### src/rtl/adc_decimator.sv
// -----------------------------------------------------------------------------
// adc_decimator
//   ADC capture path running on the ADC sample clock. One offset-binary word
//   is taken per clock and optionally de-randomised. Each frame of `decim`
//   samples is then reduced to one two's-complement result by one of three
//   modes: pick-last, shifted sum (saturated) or signed peak. The result goes
//   out over a valid/ready handshake together with per-frame overrange status
//   and a sticky overrun flag.
//
// Ports
//   clkouta    in   1        ADC sample clock, rising edge
//   rst_n      in   1        async active-low reset
//   en         in   1        1 = capture frames, 0 = idle
//   decim      in   CNT_W    samples per frame (0 acts as 1), latched per frame
//   mode       in   2        0 last, 1 sum>>>shift, 2 peak, 3 behaves as 0
//   shift      in   SHIFT_W  arithmetic right shift for sum mode, latched per frame
//   rand_en    in   1        de-randomise the raw ADC word
//   data_in    in   DATA_W   raw ADC word, offset binary
//   ofa        in   1        ADC overrange flag aligned with data_in
//   out_data   out  DATA_W   frame result, two's complement
//   out_ovf    out  1        overrange seen somewhere in the frame
//   out_valid  out  1        result pending
//   out_ready  in   1        consumer accepts on out_valid && out_ready
//   overrun    out  1        sticky: a result was dropped because the last one was not taken
//   LED        out  8        {out_data[MSB-:3], out_ovf, overrun, out_data[2:0]}
// -----------------------------------------------------------------------------
module adc_decimator #(
   parameter int DATA_W  = 16,
   parameter int CNT_W   = 24,
   parameter int ACC_W   = 40,
   parameter int SHIFT_W = 5
) (
   input  logic               clkouta,
   input  logic               rst_n,
   input  logic               en,
   input  logic [CNT_W-1:0]   decim,
   input  logic [1:0]         mode,
   input  logic [SHIFT_W-1:0] shift,
   input  logic               rand_en,
   input  logic [DATA_W-1:0]  data_in,
   input  logic               ofa,
   output logic [DATA_W-1:0]  out_data,
   output logic               out_ovf,
   output logic               out_valid,
   input  logic               out_ready,
   output logic               overrun,
   output logic [7:0]         LED
);

   typedef enum logic [1:0] {
      ST_IDLE  = 2'd0,
      ST_START = 2'd1,
      ST_RUN   = 2'd2
   } state_t;

   localparam logic [CNT_W-1:0]         CNT_ONE  = {{(CNT_W-1){1'b0}}, 1'b1};
   localparam logic [CNT_W-1:0]         CNT_ZERO = {CNT_W{1'b0}};
   localparam logic [ACC_W-1:0]         ACC_ZERO = {ACC_W{1'b0}};
   localparam logic [DATA_W-1:0]        PEAK_MIN = {1'b1, {(DATA_W-1){1'b0}}};
   localparam logic signed [ACC_W-1:0]  SAT_MAX  = {{(ACC_W-DATA_W+1){1'b0}}, {(DATA_W-1){1'b1}}};
   localparam logic signed [ACC_W-1:0]  SAT_MIN  = {{(ACC_W-DATA_W+1){1'b1}}, {(DATA_W-1){1'b0}}};

   state_t               state_r, state_nxt_s;
   logic                 start_s, consume_s, last_s, xfer_s;

   logic [CNT_W-1:0]     cnt_r, decim_q_r, decim_eff_s;
   logic [SHIFT_W-1:0]   shift_q_r;
   logic [ACC_W-1:0]     acc_r, acc_sum_s;
   logic [DATA_W-1:0]    peak_r, peak_max_s;
   logic                 ovf_acc_r, ovf_sum_s;

   logic [DATA_W-1:0]    corr_s, sample_s, result_s;
   logic signed [ACC_W-1:0] shifted_s;

   logic [DATA_W-1:0]    out_data_r, out_data_nxt_s;
   logic                 out_ovf_r, out_ovf_nxt_s;
   logic                 out_valid_r, out_valid_nxt_s;
   logic                 overrun_r, overrun_nxt_s;
   logic [7:0]           led_r, led_nxt_s;

   assign out_data  = out_data_r;
   assign out_ovf   = out_ovf_r;
   assign out_valid = out_valid_r;
   assign overrun   = overrun_r;
   assign LED       = led_r;

   // Sample conditioning: optional de-randomisation, then offset binary -> two's complement.
   always_comb begin
      corr_s = data_in;
      if (rand_en) begin
         corr_s = {data_in[DATA_W-1:1] ^ {(DATA_W-1){data_in[0]}}, data_in[0]};
      end else begin
         corr_s = data_in;
      end
      sample_s = {~corr_s[DATA_W-1], corr_s[DATA_W-2:0]};
   end

   // Frame-control FSM state register.
   always_ff @(posedge clkouta or negedge rst_n) begin
      if (!rst_n) begin
         state_r <= ST_IDLE;
      end else begin
         state_r <= state_nxt_s;
      end
   end

   // Frame-control FSM next-state logic; dropping en in RUN abandons the partial frame.
   always_comb begin
      state_nxt_s = state_r;
      start_s     = 1'b0;
      consume_s   = 1'b0;
      case (state_r)
         ST_IDLE: begin
            if (en) begin
               state_nxt_s = ST_START;
            end else begin
               state_nxt_s = ST_IDLE;
            end
         end
         ST_START: begin
            start_s     = 1'b1;
            state_nxt_s = ST_RUN;
         end
         ST_RUN: begin
            if (en) begin
               consume_s   = 1'b1;
               state_nxt_s = ST_RUN;
            end else begin
               state_nxt_s = ST_IDLE;
            end
         end
         default: begin
            state_nxt_s = ST_IDLE;
         end
      endcase
   end

   // Frame datapath: running sum/peak/overrange including the current sample, and the reduced result.
   always_comb begin
      decim_eff_s = (decim == CNT_ZERO) ? CNT_ONE : decim;
      last_s      = consume_s && (cnt_r == (decim_q_r - CNT_ONE));
      acc_sum_s   = acc_r + {{(ACC_W-DATA_W){sample_s[DATA_W-1]}}, sample_s};
      peak_max_s  = ($signed(sample_s) > $signed(peak_r)) ? sample_s : peak_r;
      ovf_sum_s   = ovf_acc_r | ofa;
      shifted_s   = $signed(acc_sum_s) >>> shift_q_r;
      result_s    = sample_s;
      case (mode)
         2'd1: begin
            if (shifted_s > SAT_MAX) begin
               result_s = SAT_MAX[DATA_W-1:0];
            end else if (shifted_s < SAT_MIN) begin
               result_s = SAT_MIN[DATA_W-1:0];
            end else begin
               result_s = shifted_s[DATA_W-1:0];
            end
         end
         2'd2: begin
            result_s = peak_max_s;
         end
         default: begin
            result_s = sample_s;
         end
      endcase
   end

   // Frame state registers: re-armed on START and at every frame boundary so frames run back-to-back.
   always_ff @(posedge clkouta or negedge rst_n) begin
      if (!rst_n) begin
         cnt_r     <= CNT_ZERO;
         decim_q_r <= CNT_ZERO;
         shift_q_r <= {SHIFT_W{1'b0}};
         acc_r     <= ACC_ZERO;
         peak_r    <= PEAK_MIN;
         ovf_acc_r <= 1'b0;
      end else if (start_s || last_s) begin
         cnt_r     <= CNT_ZERO;
         decim_q_r <= decim_eff_s;
         shift_q_r <= shift;
         acc_r     <= ACC_ZERO;
         peak_r    <= PEAK_MIN;
         ovf_acc_r <= 1'b0;
      end else if (consume_s) begin
         cnt_r     <= cnt_r + CNT_ONE;
         acc_r     <= acc_sum_s;
         peak_r    <= peak_max_s;
         ovf_acc_r <= ovf_sum_s;
      end else begin
         cnt_r     <= cnt_r;
         acc_r     <= acc_r;
         peak_r    <= peak_r;
         ovf_acc_r <= ovf_acc_r;
      end
   end

   // Output handshake: a completing frame loads only if the slot is free or being emptied this edge.
   always_comb begin
      out_data_nxt_s  = out_data_r;
      out_ovf_nxt_s   = out_ovf_r;
      out_valid_nxt_s = out_valid_r;
      overrun_nxt_s   = overrun_r;
      xfer_s          = out_valid_r && out_ready;
      if (last_s) begin
         if (!out_valid_r || xfer_s) begin
            out_data_nxt_s  = result_s;
            out_ovf_nxt_s   = ovf_sum_s;
            out_valid_nxt_s = 1'b1;
         end else begin
            overrun_nxt_s   = 1'b1;
         end
      end else if (xfer_s) begin
         out_valid_nxt_s = 1'b0;
      end else begin
         out_valid_nxt_s = out_valid_r;
      end
      led_nxt_s = {out_data_nxt_s[DATA_W-1 -: 3], out_ovf_nxt_s, overrun_nxt_s, out_data_nxt_s[2:0]};
   end

   // Output registers, LED included so it always tracks the registered result.
   always_ff @(posedge clkouta or negedge rst_n) begin
      if (!rst_n) begin
         out_data_r  <= {DATA_W{1'b0}};
         out_ovf_r   <= 1'b0;
         out_valid_r <= 1'b0;
         overrun_r   <= 1'b0;
         led_r       <= 8'h00;
      end else begin
         out_data_r  <= out_data_nxt_s;
         out_ovf_r   <= out_ovf_nxt_s;
         out_valid_r <= out_valid_nxt_s;
         overrun_r   <= overrun_nxt_s;
         led_r       <= led_nxt_s;
      end
   end

endmodule

### config.mk
export PLATFORM = sky130hd
export DESIGN_NAME = adc_decimator
export DESIGN_NICKNAME = d
export VERILOG_FILES = /design/src/rtl/adc_decimator.sv
export SDC_FILE = /design/constraint.sdc
export NUM_CORES = 1
export LEC_CHECK = 0
export BUFFER_PORTS_ARGS = -buffer_cell sky130_fd_sc_hd__buf_2
export CAP_MARGIN = 10
export CORE_MARGIN = 5
export CORE_UTILIZATION = 30
export DETAILED_ROUTE_END_ITERATION = 12
export GPL_ROUTABILITY_DRIVEN = 0
export PLACE_DENSITY_LB_ADDON = 0.3
export SLEW_MARGIN = 15
export SYNTH_ARGS = -nofsm -noshare
export SYNTH_HDL_FRONTEND = slang
export SYNTH_SLANG_ARGS = --single-unit
### constraint.sdc
create_clock -name clkouta -period 5.3 [get_ports clkouta]
set_input_delay 0.53 -clock clkouta [delete_from_list [all_inputs] [get_ports clkouta]]
set_output_delay 0.53 -clock clkouta [all_outputs]
set_load 0.02 [all_outputs]
==> results.md <==
* P per Cell Area at 684 mW/mm2
* Number of buffers on the longest clock path at 2
* Ys Warns at 0
* Number of remaining DRC errors at 0
* Shortest clock period the worst path allows after layout at 5.24 ns
* EDFF count, synth at 0
* Worst hold path class: in -> async
* Count of state elements after synthesis at 131
* Share of the clock period used by the worst path at 98.8%
* Post-synthesis instance total at 1741
* Cell count of the worst reg-to-reg path at 22
* Total congestion overflow after global routing at 0
* Fin Clk Skew at 0.0148 ns
* Clk pin slew, worst setup/hold paths at 0.06 ns
* Standby leakage power at 8.29 nW
* Category of cells accounting for the largest share of critical-path delay: compound AO/OA/AOI/OAI gates
* Setup CP Type: in -> reg
* Iter 0 DRT Violations at 1581
* Via Count at 15.5k
* Mean cell area of the mapped netlist at 7.89 um2
* Top cell type's share of synthesized area at 23.7%
* Worst skew pair latency at 0.46 ns
* Number of I/O pins at 80
* Maximum operating frequency at 191 MHz
* Data arrival, critical path at 5.63 ns
* Die W at 224 um
* Top cell type by total area after synthesis: sky130_fd_sc_hd__dfrtp_1
* Reported max-cap violation count at 0
* First-pass GRT wire length at 85400 um
* Share of final-layout standard cells stronger than drive strength 1 at 34.5%
* Number of nets produced by synthesis at 1840
* Cell with the biggest individual delay on the critical path: sky130_fd_sc_hd__a2111o_1
* CTS hold repair buffers at 0
* Total routed wirelength at 55300 um
* Number of buffer and inverter stages on the critical path at 6
* Maximum fanout encountered on the critical timing path at 7
* Placeable core region at 0.0454 mm2
* Capturing point of the worst reg2reg path: out_data[9]
* Transition time at the pin with the least slew margin at 1.21 ns
* All-layer global routing usage at 21.1%
* Sequential element share of the synthesized area at 23.9%
* Result of the run: finished, final reports clean
* Count of different cell masters after synthesis at 97
* Maximum cell stage delay along the critical path at 0.59 ns
* Synth area leaders: sky130_fd_sc_hd__dfrtp_1, sky130_fd_sc_hd__nand2_1, sky130_fd_sc_hd__o21ai_0, sky130_fd_sc_hd__xnor2_1, sky130_fd_sc_hd__a21oi_1
* Ordered cell list for the critical path: buf_2 -> and2_4 -> buf_8 -> buf_12 -> xnor2_4 -> inv_2 -> ha_4 -> and3_4 -> nor2b_4 -> o211ai_1 -> a2111o_1 -> a211o_1 -> a21oi_4 -> nor2_4 -> mux2_4 -> a2111o_1 -> a2111oi_2 -> and4_1 -> a41o_1 -> a31oi_4 -> buf_12 -> buf_4 -> a2111oi_4 -> a211o_1
* Dominant synthesized flop cell: sky130_fd_sc_hd__dfrtp_1
* Total chip power at 0.0131 W
* Capturing element type of the critical path: register
* Post-synthesis cell area at 0.0137 mm2
* CTS sink count at 131
* Tightest slew margin relative to the limit at 19.1%
* Root buffer cell: sky130_fd_sc_hd__clkbuf_16
* Maximum number of pins on one net before global-route repair at 78
* Drt via density at 5.78
* Final setup violating endpoints at 0
* Remaining number of nets flagged by the antenna check after routing at 0
* Startpoint type of the worst setup path: primary input
* Pins over their slew limit at 0
* Number of global-route vias before repair at 14.8k
* Clock tree from TritonCTS: built
* Std-Cell Rows at 78
* I/O Buffers at 79
* Setup repair after global routing missed its margin: yes
* Area added between synthesis and finish at 39.1%
* Critical path required time at 5.69 ns
* Die ar. at 0.0502 mm2
* First-pass iteration count of the detailed router at 6
* Worst setup slack for register-to-register paths at 0.20 ns
* Worst VDD drop at 0.000427 V
* Maximum level of the CTS H-tree at 4
* Y dimension of the die at 224 um
* Final hold violation count at 0
* Reg2reg start: acc_r[0]
* Mean routed wirelength per cell at 20.6 um
* Number of antenna violations at the first check in global routing at 1
* Initial core utilization at 30.3%
* Clock buffers created by TritonCTS at 17
* Total half-perimeter wirelength after legalization and detailed placement at 41400 um
* Share of async-settable or async-resettable flops after synthesis at 100%
* # nets final at 2171
* Post-Route Utilization at 42.1%
[cell type report]
cell class / instances / area, um2
multi-input cells: 1420 / 10900
flip-flops and latches: 131 / 3280
clock inverters: 11 / 199
diodes: 1 / 2.50
inverters: 56 / 210
fillers: 4474 / 26300
clock buffers: 20 / 457
repair buffers: 446 / 3330
well taps: 600 / 751
[power by group]
part | internal, W | switching [W] | leakage, nW | total (W)
clock | 0.000862 | 0.000518 | 0.321 | 0.00138
sequential | 0.00130 | 0.000363 | 1.73 | 0.00166
combinational | 0.00460 | 0.00544 | 6.24 | 0.0100
total | 0.00676 | 0.00632 | 8.29 | 0.0131
[kinds of logic after synthesis]
group,after synthesis,share of synthesized area [%]
and+or+nand+nor,595,21.1
AOI/OAI and AO/OA,572,28.8
buffers and inverters,190,5.82
DFF,131,23.9
xor gates and xnor gates,108,7.24
muxes,94,8.57
adders and majority gates,51,4.61
[timing repair]
action                     4_1_cts  5_1_grt
setup endpoints to repair       15       15
gates resized for setup         36      100
pin swaps                       21       47
hold endpoints to repair         0        0
setup buffers                    8       20
[cells in the mapped netlist (19+ instances only)]
library cell               instances
sky130_fd_sc_hd__o22ai_1          32
sky130_fd_sc_hd__xor2_1           33
sky130_fd_sc_hd__nand4_1          25
sky130_fd_sc_hd__o211ai_1         21
sky130_fd_sc_hd__and2_1           20
sky130_fd_sc_hd__a31oi_1          20
sky130_fd_sc_hd__nor4_1           24
sky130_fd_sc_hd__inv_1            52
sky130_fd_sc_hd__mux2i_1          37
sky130_fd_sc_hd__clkbuf_1         83
sky130_fd_sc_hd__nand2_1         178
sky130_fd_sc_hd__mux2_2           41
sky130_fd_sc_hd__a21oi_1         115
sky130_fd_sc_hd__nand3_1          53
sky130_fd_sc_hd__buf_1            20
sky130_fd_sc_hd__nor2_1          150
sky130_fd_sc_hd__ha_1             45
sky130_fd_sc_hd__nor3_1           29
sky130_fd_sc_hd__dfrtp_1         130
sky130_fd_sc_hd__o21ai_0         130
sky130_fd_sc_hd__xnor2_1          71
sky130_fd_sc_hd__a22o_1           19
sky130_fd_sc_hd__a211oi_1         31
sky130_fd_sc_hd__a211o_1          26
[worst max path at each step]
| stage | slack (ns) | depth (start not counted) | endpoint | startpoint |
|---|---|---|---|---|
| global placement | -0.47 | 23 | out_data[12] | rand_en |
| detailed placement | -0.69 | 23 | LED[2] | rand_en |
| global route | -0.12 | 27 | out_data[12] | rand_en |
| finish | 0.06 | 24 | LED[2] | rand_en |
| floorplan | -0.09 | 26 | LED[2] | data_in[0] |
| CTS | 0.002 | 27 | out_data[9] | rand_en |
[state kept, by name, indices dropped and copies added (netlist names)]
signal	cells
LED	7
acc_r	40
cnt_r	24
decim_q_r	24
out_data	11
out_valid	1
ovf_acc_r	1
peak_r	16
shift_q_r	5
state_r	2
[layout by cell type, fill, tap and decap left out, types with 45 or more instances in the layout]
cell and n:
sky130_fd_sc_hd__dfrtp_1 130, sky130_fd_sc_hd__o21ai_0 115, sky130_fd_sc_hd__a21oi_1 109, sky130_fd_sc_hd__buf_2 78
sky130_fd_sc_hd__xnor2_1 52, sky130_fd_sc_hd__inv_1 45, sky130_fd_sc_hd__nor2_1 139, sky130_fd_sc_hd__nand2_1 174
sky130_fd_sc_hd__buf_4 351, sky130_fd_sc_hd__nand3_1 52
[metal layers]
layer | share of wire [%] | wire, um | vias up | global-route usage (%)
met2 | 46 | 25500 | 652 | 33.9
met3 | 6.4 | 3530 | 102 | 2.84
met5 | 0.024 | 13 | - | 0
li1 | - | - | 7205 | -
met4 | 2.5 | 1400 | 2 | 5.75
met1 | 45 | 24900 | 7560 | 30.0
[stage by stage]
step / cells / TNS (ns) / hold slack [ns] / area [um2] / setup WS [ns]
4_1_cts: 2664 / 0 / 0.125 / 18400 / 0.00162
3_3_place_gp: 2625 / -6.83 / 0.437 / 17600 / -0.470
2_1_floorplan: 1741 / -1.20 / 0.234 / 14400 / -0.0907
6_report: 2685 / 0 / 0.0807 / 19100 / 0.0620
3_5_place_dp: 2625 / -8.08 / 0.443 / 17600 / -0.687
5_1_grt: 2684 / -0.856 / 0.146 / 19100 / -0.125
(Power assumes the default switching activity.)
